$ cat config.mk
export PLATFORM = sky130hd
export DESIGN_NAME = magma_encrypt
export DESIGN_NICKNAME = d
export VERILOG_FILES = /design/src/rtl/magma_pkg.sv /design/src/rtl/magma_round.sv /design/src/rtl/magma_encrypt.sv
export SDC_FILE = /design/constraint.sdc
export NUM_CORES = 1
export LEC_CHECK = 0
export BUFFER_PORTS_ARGS = -buffer_cell sky130_fd_sc_hd__buf_2
export CORE_ASPECT_RATIO = 0.9
export CORE_UTILIZATION = 45
export DETAILED_ROUTE_END_ITERATION = 7
export GPL_TIMING_DRIVEN = 1
export PLACE_DENSITY = 0.77
export SYNTH_ARGS = -nofsm -noshare
export SYNTH_HDL_FRONTEND = slang
export SYNTH_SLANG_ARGS = --single-unit
export TNS_END_PERCENT = 1
$ cat constraint.sdc
create_clock -name clk -period 11.25 [get_ports clk]
set_input_delay 1.125 -clock clk [delete_from_list [all_inputs] [get_ports clk]]
set_output_delay 1.125 -clock clk [all_outputs]
set_load 0.1 [all_outputs]
$ cat src/rtl/magma_pkg.sv
// Shared Magma (GOST 28147-89) constants: S-box, FSM states and round-key helpers.
// Used by both the encryption and decryption blocks.
package magma_pkg;

  localparam int unsigned ROUNDS = 32;

  typedef enum logic [1:0] {
    StIdle,
    StRun,
    StDone
  } state_e;

  // Row j substitutes nibble j; entry k is the k-th hex digit from the left (packed index 15-k).
  localparam logic [15:0][3:0] SBOX [8] = '{
    64'hC462A5B9E8D703F1,
    64'h68239A5C1E47BD0F,
    64'hB3582FADE174C960,
    64'hC821D4F670A53E9B,
    64'h7F5A816D093EB42C,
    64'h5DF692CAB78143E0,
    64'h8E25691CF4B0DA37,
    64'h17ED05834FA69CB2
  };

  function automatic logic [31:0] sbox_sub(input logic [31:0] x);
    logic [31:0] y;
    y = '0;
    for (int j = 0; j < 8; j++) begin
      y[4*j +: 4] = SBOX[j][~x[4*j +: 4]];
    end
    return y;
  endfunction

  // Key word index for a round: ascending for rounds 0..23, descending for 24..31.
  function automatic logic [2:0] key_idx(input logic [4:0] rnd);
    return (rnd < 5'd24) ? rnd[2:0] : ~rnd[2:0];
  endfunction

endpackage

$ cat src/rtl/magma_round.sv
// One Magma Feistel round; the final round omits the half swap.
module magma_round
  import magma_pkg::*;
(
  input  logic [31:0] a1_i,
  input  logic [31:0] a0_i,
  input  logic [31:0] k_i,
  input  logic        last_i,
  output logic [31:0] a1_o,
  output logic [31:0] a0_o
);

  logic [31:0] sum;
  logic [31:0] sub;
  logic [31:0] g_out;

  assign sum   = a0_i + k_i;
  assign sub   = sbox_sub(sum);
  assign g_out = {sub[20:0], sub[31:21]};

  assign a1_o = last_i ? (a1_i ^ g_out) : a0_i;
  assign a0_o = last_i ? a0_i : (a1_i ^ g_out);

endmodule

$ cat src/rtl/magma_encrypt.sv
// Iterative Magma block encryptor: UNROLL rounds per RUN cycle, 32/UNROLL RUN cycles per block.
// UNROLL must be 1, 2, 4 or 8.
module magma_encrypt
  import magma_pkg::*;
#(
  parameter int unsigned UNROLL = 1
) (
  input  logic          clk,
  input  logic          rst,
  input  logic          start,
  input  logic [63:0]   plaintext,
  input  logic [255:0]  key,
  output logic [63:0]   ciphertext,
  output logic          busy,
  output logic          done
);

  state_e           state_q, state_d;
  logic [4:0]       r_q, r_d;
  logic [31:0]      a1_q, a1_d;
  logic [31:0]      a0_q, a0_d;
  logic [7:0][31:0] key_q, key_d;
  logic [63:0]      ct_q, ct_d;

  logic             accept;
  logic             last_cycle;
  logic [31:0]      a1_c [UNROLL+1];
  logic [31:0]      a0_c [UNROLL+1];

  assign accept     = start && ((state_q == StIdle) || (state_q == StDone));
  assign last_cycle = (r_q == 5'(ROUNDS - UNROLL));

  assign a1_c[0] = a1_q;
  assign a0_c[0] = a0_q;

  // key_q[7] holds K[0] (the top key word), so K[i] is key_q[7-i].
  for (genvar u = 0; u < UNROLL; u++) begin : g_round
    logic [4:0] rnd;
    assign rnd = r_q + 5'(u);

    magma_round u_round (
      .a1_i   (a1_c[u]),
      .a0_i   (a0_c[u]),
      .k_i    (key_q[3'd7 - key_idx(rnd)]),
      .last_i (rnd == 5'(ROUNDS - 1)),
      .a1_o   (a1_c[u+1]),
      .a0_o   (a0_c[u+1])
    );
  end

  always_comb begin
    state_d = state_q;
    case (state_q)
      StIdle:  if (start) state_d = StRun;
      StRun:   if (last_cycle) state_d = StDone;
      StDone:  state_d = start ? StRun : StIdle;
      default: state_d = StIdle;
    endcase
  end

  always_comb begin
    r_d   = r_q;
    a1_d  = a1_q;
    a0_d  = a0_q;
    key_d = key_q;
    ct_d  = ct_q;
    if (accept) begin
      r_d   = '0;
      a1_d  = plaintext[63:32];
      a0_d  = plaintext[31:0];
      key_d = key;
    end else if (state_q == StRun) begin
      r_d  = r_q + 5'(UNROLL);
      a1_d = a1_c[UNROLL];
      a0_d = a0_c[UNROLL];
      if (last_cycle) ct_d = {a1_c[UNROLL], a0_c[UNROLL]};
    end
  end

  always_ff @(posedge clk) begin
    if (rst) begin
      state_q <= StIdle;
      r_q     <= '0;
      a1_q    <= '0;
      a0_q    <= '0;
      key_q   <= '0;
      ct_q    <= '0;
    end else begin
      state_q <= state_d;
      r_q     <= r_d;
      a1_q    <= a1_d;
      a0_q    <= a0_d;
      key_q   <= key_d;
      ct_q    <= ct_d;
    end
  end

  assign busy       = (state_q == StRun);
  assign done       = (state_q == StDone);
  assign ciphertext = ct_q;

endmodule

# Yosys cells after proc, flatten, opt, wreduce, memory -nomap -nowiden
# Memories as Yosys holds them, arrays and structs flattened.
# Cells that the tools add are included.
# word_totals
reg_bits	391
rom_bits	512
out_inout_bits	66
mem_count	8
# classes
add_sub_neg	3
order_cmp	10
eq_ne	5
n_mux	21
bitwise_logic	11
n_reduce_logical	7
# memory_table
name	depth	width	read_ports	rd_clocked_by_memory_dff	wr	line	text
(name not given)	16	4	1	0	0	magma_pkg.sv:29	y[4*j +: 4] = SBOX[j][~x[4*j +: 4]];
(name not given)	16	4	1	0	0	magma_pkg.sv:29	
(name not given)	16	4	1	0	0	magma_pkg.sv:29	
(name not given)	16	4	1	0	0	magma_pkg.sv:29	
(name not given)	16	4	1	0	0	magma_pkg.sv:29	
(name not given)	16	4	1	0	0	magma_pkg.sv:29	
+2 memories	--	--	--	--	--	--	
# op_table
op	count
$mux W32	7
$bmux W32 S3	1
$lt A4 B5 Y1 const B	8
$add A32 B32 Y32	1
$mux W4	8
$not A4 Y4	8
$xor A32 B32 Y32	1
$pmux W2 S3	1
$add A5 B1 Y5 const B	1
$eq A5 B5 Y1 const B	1
$lt A5 B5 Y1 const B	1
$lt A3 B4 Y1 const B	1
$mux W2	2
$mux W3	1
$not A3 Y3	1
$reduce_and A3 Y1	1
$sub A3 B3 Y3 const A	1
$eq A2 B1 Y1 const B	1
$eq A2 B2 Y1 const B	1
$logic_not A2 Y1	1
$ne A2 B1 Y1 const B	1
$ne A2 B2 Y1 const B	1
$reduce_and A2 Y1	1
$reduce_bool A2 Y1	1
other kinds (5)	5

# Depth between registers and ports, before layout
# Gate-level depths: netlist of the first run.
# depth
ltp_word	13
depth_mapped	23
mapped_depth_nobuf	20

# Cells and area by module
# Synthesis of the first run repeated with hierarchy kept, for this count alone.
# hier_totals
hier_cells	2503
area_unflattened_um2	22432.8
# modules_own_cells
module	n_inst	cells_per_inst	area_per_inst_um2	seq_area_each_um2
magma_encrypt	1	1915	17947.2	7827.5
magma_round	1	588	4485.6	0.0

# Least setup slack after synthesis of the first run
# No wires, ideal clock.
# synth_timing
path_type	register to register
start	register r_q[3]
end	register a0_q[8]
t_arrival_ns	5.654
required_ns	11.164
slack_ns	5.509
stages_incl_launch_ff	22
cell_sequence	dfxtp_1 > nand2_2 > xor2_1 > clkbuf_1 > clkbuf_1 > mux4_2 > mux2_2 > ha_1 > fa_1 > a211oi_2 > o21ai_1 > and4_1 > o2111ai_2 > nand2_1 > o2111a_1 > a211o_2 > ha_1 > and3b_2 > mux2i_1 > o21ai_2 > xnor2_1 > a221oi_2
# synth_via
elab_chain_len	13
elab_cells_between_ends	14
cone_classes	add/sub: 2; order compare: 1; eq/ne: 1; mux: 7; bitwise: 2; memory: 1
# synth_rtl
item	line	text
from (decl)	magma_encrypt.sv:19	logic [4:0] r_q, r_d;
from (signal assigned)	magma_encrypt.sv:90	r_q <= r_d;
$lt A5 B5 Y1	magma_pkg.sv:36	return (rnd < 5'd24) ? rnd[2:0] : ~rnd[2:0];
$mux W3	magma_pkg.sv:36	
$sub A3 B3 Y3	magma_encrypt.sv:44	.k_i (key_q[3'd7 - key_idx(rnd)]),
$bmux W32 S3	magma_encrypt.sv:44	
$mux W32 (not written as such)	magma_encrypt.sv:44	
$add A32 B32 Y32	magma_round.sv:17	assign sum = a0_i + k_i;
$not A4 Y4	magma_pkg.sv:29	
$mem_v2 Z16 W4	--	
$mux W4 (not written as such)	magma_pkg.sv:29	
$xor A32 B32 Y32	magma_round.sv:22	assign a0_o = last_i ? a0_i : (a1_i ^ g_out);
$mux W32 *	magma_round.sv:22	
$mux W32 *	magma_encrypt.sv:72	end else if (state_q == StRun) begin
$mux W32 *	magma_encrypt.sv:67	if (accept) begin
to (signal assigned)	magma_encrypt.sv:85	a0_q <= '0;
to (signal assigned)	magma_encrypt.sv:92	a0_q <= a0_d;
to (decl)	magma_encrypt.sv:21	logic [31:0] a0_q, a0_d;
# Mark *: on every way between the ends. The rest lies on a longest branch, timed or not. The select of a mux whose other input is x is not followed.
# A chain may end at the register's enable or synchronous reset.

# Worst setup path in the final report of the first run
# layout_timing
start	register r_q[4]
end	register a0_q[27]
# The elaborated chain is that of the path after synthesis.

==> results.py, run 1 <==
metrics = {
    "yosys": {
        "syn-num-nets": 2856,
        "yosysUniqueCellTypes": 93,
        "synthCells": 2461,
        "syn_area_per_cell_um2": 8.26,
        "synth-seq-cells": 391,
        "ys_warn_count": 0,
        "seq_area_frac_synth_pct": 38.5,
        "synthesis.area_mm2": 0.0203,
        "async_flop_share_pct": 0,
        "ys.flop_type": "dfxtp_1",
        "synth-edff-count": 0,
    },
    "detailed_routing": {
        "wl_per_cell_um": 20.2,
        "avgViaCountPerCell": 5.82,
        "drt-total-wl_um": 68100,
        "drc": 0,
        "drt_pass1_iterations": 5,
        "drt_iter0_markers": 1979,
        "vias": 19600,
        "postRouteAntennaNets": 0,
    },
    "worst_setup_path": {
        "r2r_cells": 20,
        "required_ns": 11.65,
        "startpoint_type": "flop",
        "arrival_ns": 7.39,
        "path_cells": "nand2_2 > xor2_4 > buf_4 > mux4_2 > mux2_2 > ha_1 > a21oi_2 > o21ai_0 > a31oi_1 > nand2_1 > a31oi_2 > nor2_1 > a311oi_1 > inv_1 > ha_1 > mux4_2 > xnor2_1 > o211ai_1 > o21ai_1 > nor2_1",
        "critPathSlowestCell": "buf_4",
        "cp_num_cells": 20,
        "end_kind": "flop",
        "cp_slowest_stage_delay_ns": 0.75,
        "worstSetupPathType": "reg2reg",
        "critPathTopFamily": "compound AO/OA/AOI/OAI gates",
        "critPathMaxFanout": 42,
        "cp_num_buf_inv": 2,
    },
    "pwr": {
        "powerDensity_mw_per_mm2": 165,
        "ir_worst_vdd_mv": 0.126,
        "total_power_mw": 3.97,
        "leakagePower_nw": 9.91,
    },
    "global_route": {
        "overflow": 0,
        "groute.usage.overall_pct": 28.9,
        "antenna_found_initial": 10,
        "grt_max_degree": 213,
        "grt_pass1_wl_um": 103000,
        "grt_pass1_vias": 18500,
    },
    "die": {
        "std_cell_rows": 73,
        "fp.coreArea_mm2": 0.0444,
        "top_level_ports": 389,
        "die-area_mm2": 0.0460,
        "die_x_um": 226,
        "die_h_um": 204,
        "initial_core_util_pct": 45.8,
    },
    "timing": {
        "tightest_slew_ns": 1.33,
        "fin_crit_ns": 6.99,
        "max_freq_ghz": 0.143,
        "fin_crit_sh_pct": 62.2,
        "finalMaxSlewViolations": 0,
        "fin_setup_tns_ns": 0,
        "fin_skew_ns": 0.0547,
        "fin_ws_ns": 4.26,
        "slew_headroom_pct": 11.1,
        "final-hold-violation-count": 0,
        "report.final.setup_viol": 0,
        "grt_setup_unrepaired": "false",
    },
    "placement": {
        "dpl.hpwl_um": 49900,
        "port_buffers": 388,
        "pre_cts_ws_ns": 4.33,
        "place_congestion": 0.938,
    },
    "clock_network": {
        "numCtsBuffers": 42,
        "cts-root-buf": "clkbuf_16",
        "clk_pin_slew_ns": 0.06,
        "cts_setup_buffers": 0,
        "holdBufCountCts": 0,
        "cts_max_level": 2,
        "clk_latency_ns": 0.60,
        "cts_tree": "built",
        "cts.sinks": 391,
        "cts_resized": 0,
        "clockBufferDepth": 3,
    },
    "hold_path": {
        "hold-path-cell-count": 2,
        "hp-class": "reg2reg",
    },
    "cells_and_area": {
        "area_delta_synth_final_pct": 18.0,
        "nNetsFinal": 3127,
        "drive_above_1_share_pct": 23.1,
    },
    "run": {
        "cap_violations": 0,
    },
    "outcome": {
        "status": "completed",
    },
}
power by group:
group	switching (mW)	total (mW)	internal [mW]
Clock	0.596	1.41	0.813
Combinational	0.623	1.01	0.386
Sequential	0.0809	1.55	1.47
Total	1.30	3.97	2.67
flip-flops by register name (all words and copies together) (netlist names):
register	cells
a1_q	32
r_q	5
key_q	256
ciphertext	64
state_q	2
a0_q	32
final timing paths:
path | slack (ns) | start | endpoint
min reg2reg | 0.45 | key_q[241]$_SDFFE_PP0P_ | key_q[241]$_SDFFE_PP0P_
min | 0.45 | key_q[241]$_SDFFE_PP0P_ | key_q[241]$_SDFFE_PP0P_
max reg2reg | 4.26 | r_q[4]$_SDFFE_PP0P_ | a0_q[27]$_SDFFE_PP0P_
max | 4.26 | r_q[4]$_SDFFE_PP0P_ | a0_q[27]$_SDFFE_PP0P_
routing by layer:
| metal | GRT usage (%) | wire length [µm] | up-vias | share of wire, % |
|---|---|---|---|---|
| met1 | 37.2 | 27600 | 9332 | 41 |
| met2 | 45.8 | 31100 | 937 | 46 |
| met5 | 0 | 63 | - | 0.092 |
| met3 | 5.33 | 5440 | 197 | 8.0 |
| met4 | 16.2 | 3850 | 10 | 5.7 |
| li1 | - | - | 9133 | - |
metrics by stage:
stage | hold WS [ns] | area, µm² | instances | utilization, %
2_1_floorplan | 0.433 | 20300 | 2461 | -
3_3_place_gp | 0.440 | 22600 | 3288 | 50.8
3_5_place_dp | 0.444 | 22600 | 3288 | 50.8
4_1_cts | 0.453 | 24000 | 3363 | 54.0
5_1_grt | 0.464 | 24000 | 3364 | 54.0
6_report | 0.453 | 24000 | 3369 | 54.0
kinds of logic (layout without fill, tap and decap cells):
group | count (synthesis) | in the layout | synth area share (%)
mux | 134 | 134 | 11.1
fa+ha+maj | 73 | 73 | 4.52
simple gates | 921 | 921 | 18.9
other cells | 0 | 6 | 0
buf+inv | 223 | 525 | 4.28
compound gates | 650 | 650 | 19.4
xor+xnor | 69 | 69 | 3.32
flops | 391 | 391 | 38.5
area by class of cell:
cell class              count  area (µm²)
fillers                  4024       20400
multi-input cells        1847       11700
flip-flops and latches    391        7830
repair buffers            405        2100
clock buffers              58        1180
well taps                 600         751
clock inverters            17         233
inverters                  45         169
diodes                      6        15.0
placed cells by master, fill, tap and decap left out, drive strengths merged, types with 28 or more instances in the layout:
| master | instances |
|---|---|
| ha | 71 |
| mux4 | 69 |
| mux2 | 37 |
| xnor2 | 45 |
| dfxtp | 391 |
| mux2i | 28 |
| a211oi | 30 |
| nor3 | 31 |
| nor2 | 99 |
| inv | 44 |
| a21oi | 386 |
| clkbuf | 58 |
| buf | 405 |
| nand2 | 689 |
| o21ai | 76 |
worst reg2reg max path, stage by stage (launching register included):
cell	delay [ns]
dfxtp_1	0.40
nand2_2	0.18
xor2_4	0.74
buf_4	0.77
mux4_2	0.61
mux2_2	0.28
ha_1	0.40
a21oi_2	0.24
o21ai_0	0.13
a31oi_1	0.29
nand2_1	0.20
a31oi_2	0.33
nor2_1	0.08
a311oi_1	0.45
inv_1	0.21
ha_1	0.36
mux4_2	0.53
xnor2_1	0.25
o211ai_1	0.14
o21ai_1	0.13
nor2_1	0.06
cell usage after synthesis (4+ instances only):
master | count | area share (%)
nand2_1 | 688 | 13
dfxtp_1 | 391 | 39
a21oi_1 | 384 | 9.5
clkbuf_1 | 156 | 2.9
nor2_1 | 97 | 1.8
ha_1 | 71 | 4.4
mux4_2 | 69 | 7.6
o21ai_0 | 59 | 1.5
inv_1 | 41 | 0.76
xnor2_1 | 40 | 1.7
mux2_2 | 36 | 2.0
mux2i_1 | 28 | 1.4
a211oi_1 | 26 | 0.96
nand3_1 | 25 | 0.62
nor3_1 | 25 | 0.62
a22oi_1 | 24 | 0.89
a31oi_1 | 21 | 0.65
xor2_1 | 21 | 0.90
nand4_1 | 15 | 0.46
o21ai_1 | 15 | 0.37
a21o_1 | 12 | 0.44
buf_1 | 12 | 0.22
nor2b_1 | 11 | 0.34
and4_1 | 10 | 0.43
o21a_1 | 10 | 0.37
o211ai_1 | 9 | 0.33
a311oi_1 | 8 | 0.34
and2_1 | 8 | 0.25
o221ai_1 | 8 | 0.34
o22ai_1 | 8 | 0.25
a221oi_1 | 7 | 0.30
a211o_1 | 6 | 0.26
buf_2 | 6 | 0.15
nand2b_1 | 6 | 0.18
o31ai_1 | 6 | 0.22
and3_1 | 5 | 0.15
nor3_2 | 5 | 0.25
xnor2_2 | 5 | 0.40
nand3b_1 | 4 | 0.15
o31a_1 | 4 | 0.17
Power figures use the tool's default switching activity.
==> run 2, diff against run 1 <==
--- a/config.mk
+++ b/config.mk
@@ -5,6 +5,7 @@
 export SDC_FILE = /design/constraint.sdc
 export NUM_CORES = 1
 export LEC_CHECK = 0
+export ABC_AREA = 1
 export BUFFER_PORTS_ARGS = -buffer_cell sky130_fd_sc_hd__buf_2
 export CORE_ASPECT_RATIO = 0.9
 export CORE_UTILIZATION = 45
==> constraint.sdc (replaced) <==
create_clock -name clk -period 7.2 [get_ports clk]
set_input_delay 0.72 -clock clk [delete_from_list [all_inputs] [get_ports clk]]
set_output_delay 0.72 -clock clk [all_outputs]
set_load 0.1 [all_outputs]
==> run 2 against run 1 <==
The run now ends with design-rule violations left. Setup slack worse by 2.8 ns. Synthesized area up 4.5%. Global-route usage up 1.9 points. Maximum frequency up 22%. Wire length up 12%. Count of clock-buffer cells in the layout up 1. Combinational power up 110%. Clock power up 56%. Non-clock buffer count up 6. First-iteration DRC count up 33%. Sequential power up 63%. Critical path depth up 5. Critical endpoint is now a1_q[19]$_SDFFE_PP0P_. Largest cell class unchanged.
==> results.py, run 2 <==
metrics = {
    "worst_setup_path": {
        "reg2reg_to": "a1_q[19]$_SDFFE_PP0P_",
        "cpMostUsedCell": "nand2_1",
        "cp_slowest_stage_delay_ns": 0.85,
        "cp_num_buf_inv": 2,
        "r2r_cells": 25,
        "arrival_ns": 6.15,
        "worstSetupPathType": "reg2reg",
        "critPathSlowestCell": "buf_4",
        "crit_start": "r_q[4]$_SDFFE_PP0P_",
        "critPathMaxFanout": 99,
        "reg2reg_from": "r_q[4]$_SDFFE_PP0P_",
        "startpoint_type": "flop",
        "required_ns": 7.62,
        "r2r_slack_ns": 1.48,
        "end_kind": "flop",
        "critPathTopFamily": "simple AND/OR/NAND/NOR gates",
    },
    "pwr": {
        "leakagePower_nw": 11.8,
        "powerDensity_mw_per_mm2": 275,
        "ir_worst_vdd_mv": 0.158,
    },
    "cells_and_area": {
        "final_cell_mix": "711 x nand2_1, 612 x nor2_1, 394 x o21ai_0",
        "drive_above_1_share_pct": 15.8,
        "stdcell_count": 4130,
        "largest_reg_flops": 256,
        "area_delta_synth_final_pct": 17.0,
        "regMostFlops": "key_q",
        "final_common_cell": "nand2_1",
        "diodes": 0,
        "nNetsFinal": 3878,
    },
    "clock_network": {
        "clk_pin_slew_ns": 0.07,
        "cts_max_level": 2,
        "cts_tree": "built",
        "cts_setup_buffers": 0,
        "clk_latency_ns": 0.60,
        "holdBufCountCts": 0,
        "numCtsBuffers": 42,
        "clockBufferDepth": 3,
        "cts-root-buf": "clkbuf_16",
        "cts_resized": 0,
        "cts.sinks": 391,
    },
    "detailed_routing": {
        "drt_iter0_markers": 2624,
        "postRouteAntennaNets": 0,
        "vias": 22400,
        "wl_per_cell_um": 18.4,
        "drt-total-wl_um": 76000,
        "avgViaCountPerCell": 5.44,
        "drc": 2,
        "drt_pass1_iterations": 7,
    },
    "die": {
        "initial_core_util_pct": 45.6,
        "std_cell_rows": 75,
        "die_x_um": 231,
        "die_h_um": 208,
        "die-area_mm2": 0.0481,
        "top_level_ports": 389,
        "fp.coreArea_mm2": 0.0466,
    },
    "global_route": {
        "grt_pass1_wl_um": 115000,
        "overflow": 0,
        "grt_pass1_vias": 20200,
        "grt_max_degree": 258,
        "groute.usage.overall_pct": 30.9,
        "antenna_found_initial": 4,
    },
    "timing": {
        "whs_ns": 0.368,
        "fin_crit_sh_pct": 79.5,
        "final-hold-violation-count": 0,
        "finalMaxSlewViolations": 0,
        "tightest_slew_ns": 1.17,
        "fin_skew_ns": 0.0442,
        "report.final.setup_viol": 0,
        "fin_crit_ns": 5.72,
        "max_freq_ghz": 0.175,
        "grt_setup_unrepaired": "false",
        "fin_setup_tns_ns": 0,
        "slew_headroom_pct": 21.8,
    },
    "yosys": {
        "yosysUniqueCellTypes": 50,
        "yosys.area.top_type_share_pct": 36.8,
        "synthCells": 3220,
        "ys.flop_type": "dfxtp_1",
        "post-synth-top-count-cell": "nand2_1",
        "ys_warn_count": 0,
        "seq_area_frac_synth_pct": 36.8,
        "synth_top_family_by_area": "simple AND/OR/NAND/NOR gates",
        "yosys-mux-area-fraction_pct": 0,
        "synthesis.area_mm2": 0.0213,
        "netlist_top_cells_area": "dfxtp_1 37%, nand2_1 13%, nor2_1 11%",
        "synth_simple_gate_area_share_pct": 28.4,
        "synthAdderAreaFrac_pct": 4.27,
        "syn-num-nets": 3615,
        "async_flop_share_pct": 0,
        "syn_area_per_cell_um2": 6.60,
        "synth_top_area_cell": "dfxtp_1",
        "synth-edff-count": 0,
        "synthXorXnorAreaFrac_pct": 1.57,
        "synth_compound_area_share_pct": 20.7,
        "synth-seq-cells": 391,
        "ys_top_cells_by_count": "713 x nand2_1, 612 x nor2_1, 394 x o21ai_0",
    },
    "outcome": {
        "violations": "design-rule violations",
        "status": "finished with violations",
    },
    "hold_path": {
        "hold-path-cell-count": 3,
        "hold_path_end": "key_q[40]$_SDFFE_PP0P_",
        "hp-class": "in2reg",
        "min-delay-start": "key[40]",
    },
    "placement": {
        "port_buffers": 388,
        "place_inst": 4055,
        "place_congestion": 0.941,
        "dpl.hpwl_um": 56900,
    },
    "run": {
        "cap_violations": 0,
    },
}
[run 2: cells by family (layout without fill, tap and decap cells)]
logic type | Yosys count | in the layout
AND/OR/NAND/NOR | 1517 | 1517
AO/OA/AOI/OAI | 756 | 756
buffers and inverters | 455 | 749
flip-flops | 391 | 391
adder cells (fa/ha/maj) | 72 | 72
XOR/XNOR | 29 | 29
[run 2: how the worst max path moves through the flow]
stage | endpoint | slack [ns] | depth (start not counted)
2_1_floorplan | a0_q[2]$_SDFFE_PP0P_ | 3.07 | 28
3_3_place_gp | a1_q[19]$_SDFFE_PP0P_ | 1.87 | 23
3_5_place_dp | a1_q[21]$_SDFFE_PP0P_ | 1.77 | 21
4_1_cts | a1_q[19]$_SDFFE_PP0P_ | 1.69 | 23
5_1_grt | a1_q[20]$_SDFFE_PP0P_ | 1.19 | 24
6_report | a1_q[19]$_SDFFE_PP0P_ | 1.48 | 25
[run 2: area by class of cell]
class                   instances  area (µm²)
multi-input cells            2374       11700
clock inverters                16         181
flip-flops and latches        391        7830
fillers                      4610       21800
inverters                     263        1010
repair buffers                411        2130
well taps                     616         771
clock buffers                  59        1230
[run 2: per-layer routing]
layer	wire, µm	global-route usage [%]	vias to the layer above
met2	33100	46.7	1056
met1	33400	44.0	10200
met5	52	0	-
li1	-	-	11000
met4	2730	11.6	8
met3	6780	4.96	137
[run 2: worst reg2reg max path: stages, from the launching register on]
cell and delay, ns:
dfxtp_1 0.34, nand2_2 0.15, nand2_1 0.11, nand2_4 0.31, buf_4 0.87, nand2_1 0.19, a32o_1 0.28, o21ai_0 0.52
ha_1 0.42, nand2_1 0.13, nand2_1 0.06, nand2_1 0.06, nand2_1 0.04, nand2_1 0.06, nand3_1 0.14, xnor2_1 0.56
inv_1 0.18, ha_1 0.26, nand2_1 0.07, nand3_1 0.09, nand2_1 0.07, nand2_1 0.05, nand2_1 0.14, nor2_1 0.06
o21ai_0 0.27, a21oi_1 0.12
[run 2: power breakdown]
group / internal [mW] / switching, mW / total (mW) / leakage [nW]
combinational: 0.710 / 1.39 / 2.10 / 7.84
clock: 1.25 / 0.948 / 2.20 / 0.695
sequential: 2.34 / 0.192 / 2.53 / 3.22
total: 4.30 / 2.53 / 6.83 / 11.8
[run 2: metrics by stage]
step	util [%]	power (mW)	worst slack (ns)	area, µm²
final	53.3	6.83	1.48	24900
after CTS	53.3	6.80	1.69	24900
after floorplan	-	3.98	3.07	21300
after global placement	50.3	4.60	1.87	23400
after global routing	53.3	7.22	1.19	24900
after detailed placement	50.3	4.63	1.77	23400
==> run 3, diff against run 2 <==
--- a/config.mk
+++ b/config.mk
@@ -5,7 +5,7 @@
 export SDC_FILE = /design/constraint.sdc
 export NUM_CORES = 1
 export LEC_CHECK = 0
-export ABC_AREA = 1
+export ABC_AREA = 0
 export BUFFER_PORTS_ARGS = -buffer_cell sky130_fd_sc_hd__buf_2
 export CORE_ASPECT_RATIO = 0.9
 export CORE_UTILIZATION = 45
==> constraint.sdc (replaced) <==
create_clock -name clk -period 5.9 [get_ports clk]
set_input_delay 0.59 -clock clk [delete_from_list [all_inputs] [get_ports clk]]
set_output_delay 0.59 -clock clk [all_outputs]
set_load 0.1 [all_outputs]
==> run 3 against run 2 <==
The flow now finishes without violations. Die area shrank 4.3%. Setup slack lost 1.2 ns. Critical path depth shrank 4. First-iteration DRC count shrank 23%. Count of clock-buffer cells in the layout grew 2. Wire length shrank 6.8%. Sequential share of layout area grew 0.90 points. Design area shrank 2.8%. Sequential power grew 17%. Via count shrank 13%. Register-to-register slack lost 1.2 ns. Sequential cell count is the same.
==> results.py, run 3 (synthesis gave the netlist of run 1 again) <==
metrics = {
    "cells_and_area": {
        "regMostFlops": "key_q",
        "drive_above_1_share_pct": 23.9,
        "final_common_cell": "nand2_1",
        "nNetsFinal": 3151,
        "area_delta_synth_final_pct": 18.9,
        "final_cell_mix": "687 x nand2_1, 391 x dfxtp_1, 387 x buf_2",
        "largest_reg_flops": 256,
    },
    "die": {
        "top_level_ports": 389,
        "die_h_um": 204,
        "initial_core_util_pct": 45.8,
        "std_cell_rows": 73,
        "fp.coreArea_mm2": 0.0444,
        "die-area_mm2": 0.0460,
        "die_x_um": 226,
    },
    "timing": {
        "report.final.setup_viol": 0,
        "finalMaxSlewViolations": 0,
        "grt_setup_unrepaired": "true",
        "slew_headroom_pct": 23.0,
        "tightest_slew_ns": 1.15,
        "fin_skew_ns": 0.0228,
        "max_freq_ghz": 0.178,
        "fin_crit_sh_pct": 95.3,
        "final-hold-violation-count": 0,
        "fin_setup_tns_ns": 0,
        "fin_crit_ns": 5.62,
        "fin_ws_ns": 0.277,
    },
    "worst_setup_path": {
        "arrival_ns": 6.10,
        "crit_start": "r_q[3]$_SDFFE_PP0P_",
        "reg2reg_to": "a0_q[29]$_SDFFE_PP0P_",
        "critPathSlowestCell": "mux4_2",
        "end_kind": "flop",
        "cp_num_buf_inv": 5,
        "startpoint_type": "flop",
        "required_ns": 6.38,
        "cp_slowest_stage_delay_ns": 0.56,
        "r2r_slack_ns": 0.28,
        "path_cells": "nand2_4 > xor2_4 > buf_6 > mux4_2 > mux2_2 > ha_1 > a21oi_1 > inv_1 > a31oi_2 > nand2_1 > a31oi_2 > nor2_1 > a311oi_1 > buf_4 > inv_1 > buf_4 > ha_1 > mux4_2 > xnor2_1 > nand2_1 > a31oi_1",
        "r2r_cells": 21,
        "reg2reg_from": "r_q[3]$_SDFFE_PP0P_",
        "critPathMaxFanout": 19,
        "critPathTopFamily": "multiplexers",
        "worstSetupPathType": "reg2reg",
    },
    "clock_network": {
        "cts.sinks": 391,
        "cts_tree": "built",
        "cts_max_level": 2,
        "numCtsBuffers": 41,
        "holdBufCountCts": 0,
        "clk_pin_slew_ns": 0.06,
        "cts-root-buf": "clkbuf_16",
        "clk_latency_ns": 0.57,
        "clockBufferDepth": 3,
    },
    "hold_path": {
        "hold_path_end": "key_q[163]$_SDFFE_PP0P_",
        "hold-path-cell-count": 3,
        "hp-class": "in2reg",
        "min-delay-start": "key[163]",
    },
    "detailed_routing": {
        "avgViaCountPerCell": 5.80,
        "drc": 0,
        "drt-total-wl_um": 70800,
        "postRouteAntennaNets": 0,
        "drt_pass1_iterations": 6,
        "drt_iter0_markers": 2023,
        "vias": 19600,
        "wl_per_cell_um": 20.9,
    },
    "run": {
        "cap_violations": 0,
    },
    "global_route": {
        "groute.usage.overall_pct": 30.2,
        "overflow": 0,
        "grt_pass1_vias": 18900,
        "grt_pass1_wl_um": 107000,
        "antenna_found_initial": 4,
        "grt_max_degree": 181,
    },
    "outcome": {
        "status": "completed",
    },
    "pwr": {
        "ir_worst_vdd_mv": 0.240,
        "leakagePower_nw": 10.0,
        "powerDensity_mw_per_mm2": 312,
        "total_power_mw": 7.55,
    },
    "placement": {
        "dpl.hpwl_um": 52700,
        "port_buffers": 388,
        "place_congestion": 0.961,
        "pre_cts_ws_ns": 0.168,
    },
}
==> run 3: how the worst max path moves through the flow <==
stage	end	slack [ns]	depth (start not counted)
6_report	a0_q[29]$_SDFFE_PP0P_	0.28	21
5_1_grt	a0_q[29]$_SDFFE_PP0P_	-0.02	21
4_1_cts	a0_q[29]$_SDFFE_PP0P_	0.12	21
3_5_place_dp	a0_q[29]$_SDFFE_PP0P_	0.17	21
3_3_place_gp	a0_q[29]$_SDFFE_PP0P_	0.35	21
2_1_floorplan	a0_q[8]$_SDFFE_PP0P_	0.16	21
==> run 3: timing repair <==
action	4_1_cts	5_1_grt
setup endpoints to repair	0	27
resized for setup	0	12
setup buffers	0	2
==> run 3: cell type report <==
class | count | area, µm²
fill | 4061 | 20200
multi-input combinational | 1847 | 11800
sequential | 391 | 7830
timing repair buffer | 430 | 2350
clock buffer | 61 | 1180
tap | 600 | 751
inverter | 45 | 169
clock inverter | 10 | 126
antenna | 3 | 7.51
==> run 3: metal layers <==
| layer | GRT usage [%] | wire length (µm) | part of all wire, % |
|---|---|---|---|
| met3 | 4.81 | 5270 | 7.4 |
| met4 | 13.6 | 3080 | 4.3 |
| met2 | 48.6 | 32800 | 46 |
| met5 | 0 | 14 | 0.020 |
| met1 | 39.9 | 29600 | 42 |
==> run 3: power breakdown <==
| group | internal [mW] | switching, mW | leakage (nW) |
|---|---|---|---|
| Clock | 1.48 | 1.11 | 0.644 |
| Sequential | 2.80 | 0.163 | 3.20 |
| Combinational | 0.781 | 1.22 | 6.19 |
| Total | 5.06 | 2.49 | 10.0 |
==> run 3: tightest hold or removal path: stages <==
cell     delay [ns]
buf_2          0.09
nand2_1        0.04
a21oi_1        0.05
==> run 3: per-stage QoR <==
stage	instances	hold WS, ns	area, µm²	util (%)
5_1_grt	3386	0.249	24200	54.5
6_report	3387	0.255	24200	54.5
4_1_cts	3381	0.232	24100	54.2
3_3_place_gp	3310	0.439	22800	51.3
3_5_place_dp	3310	0.443	22800	51.3
2_1_floorplan	2461	0.433	20300	-
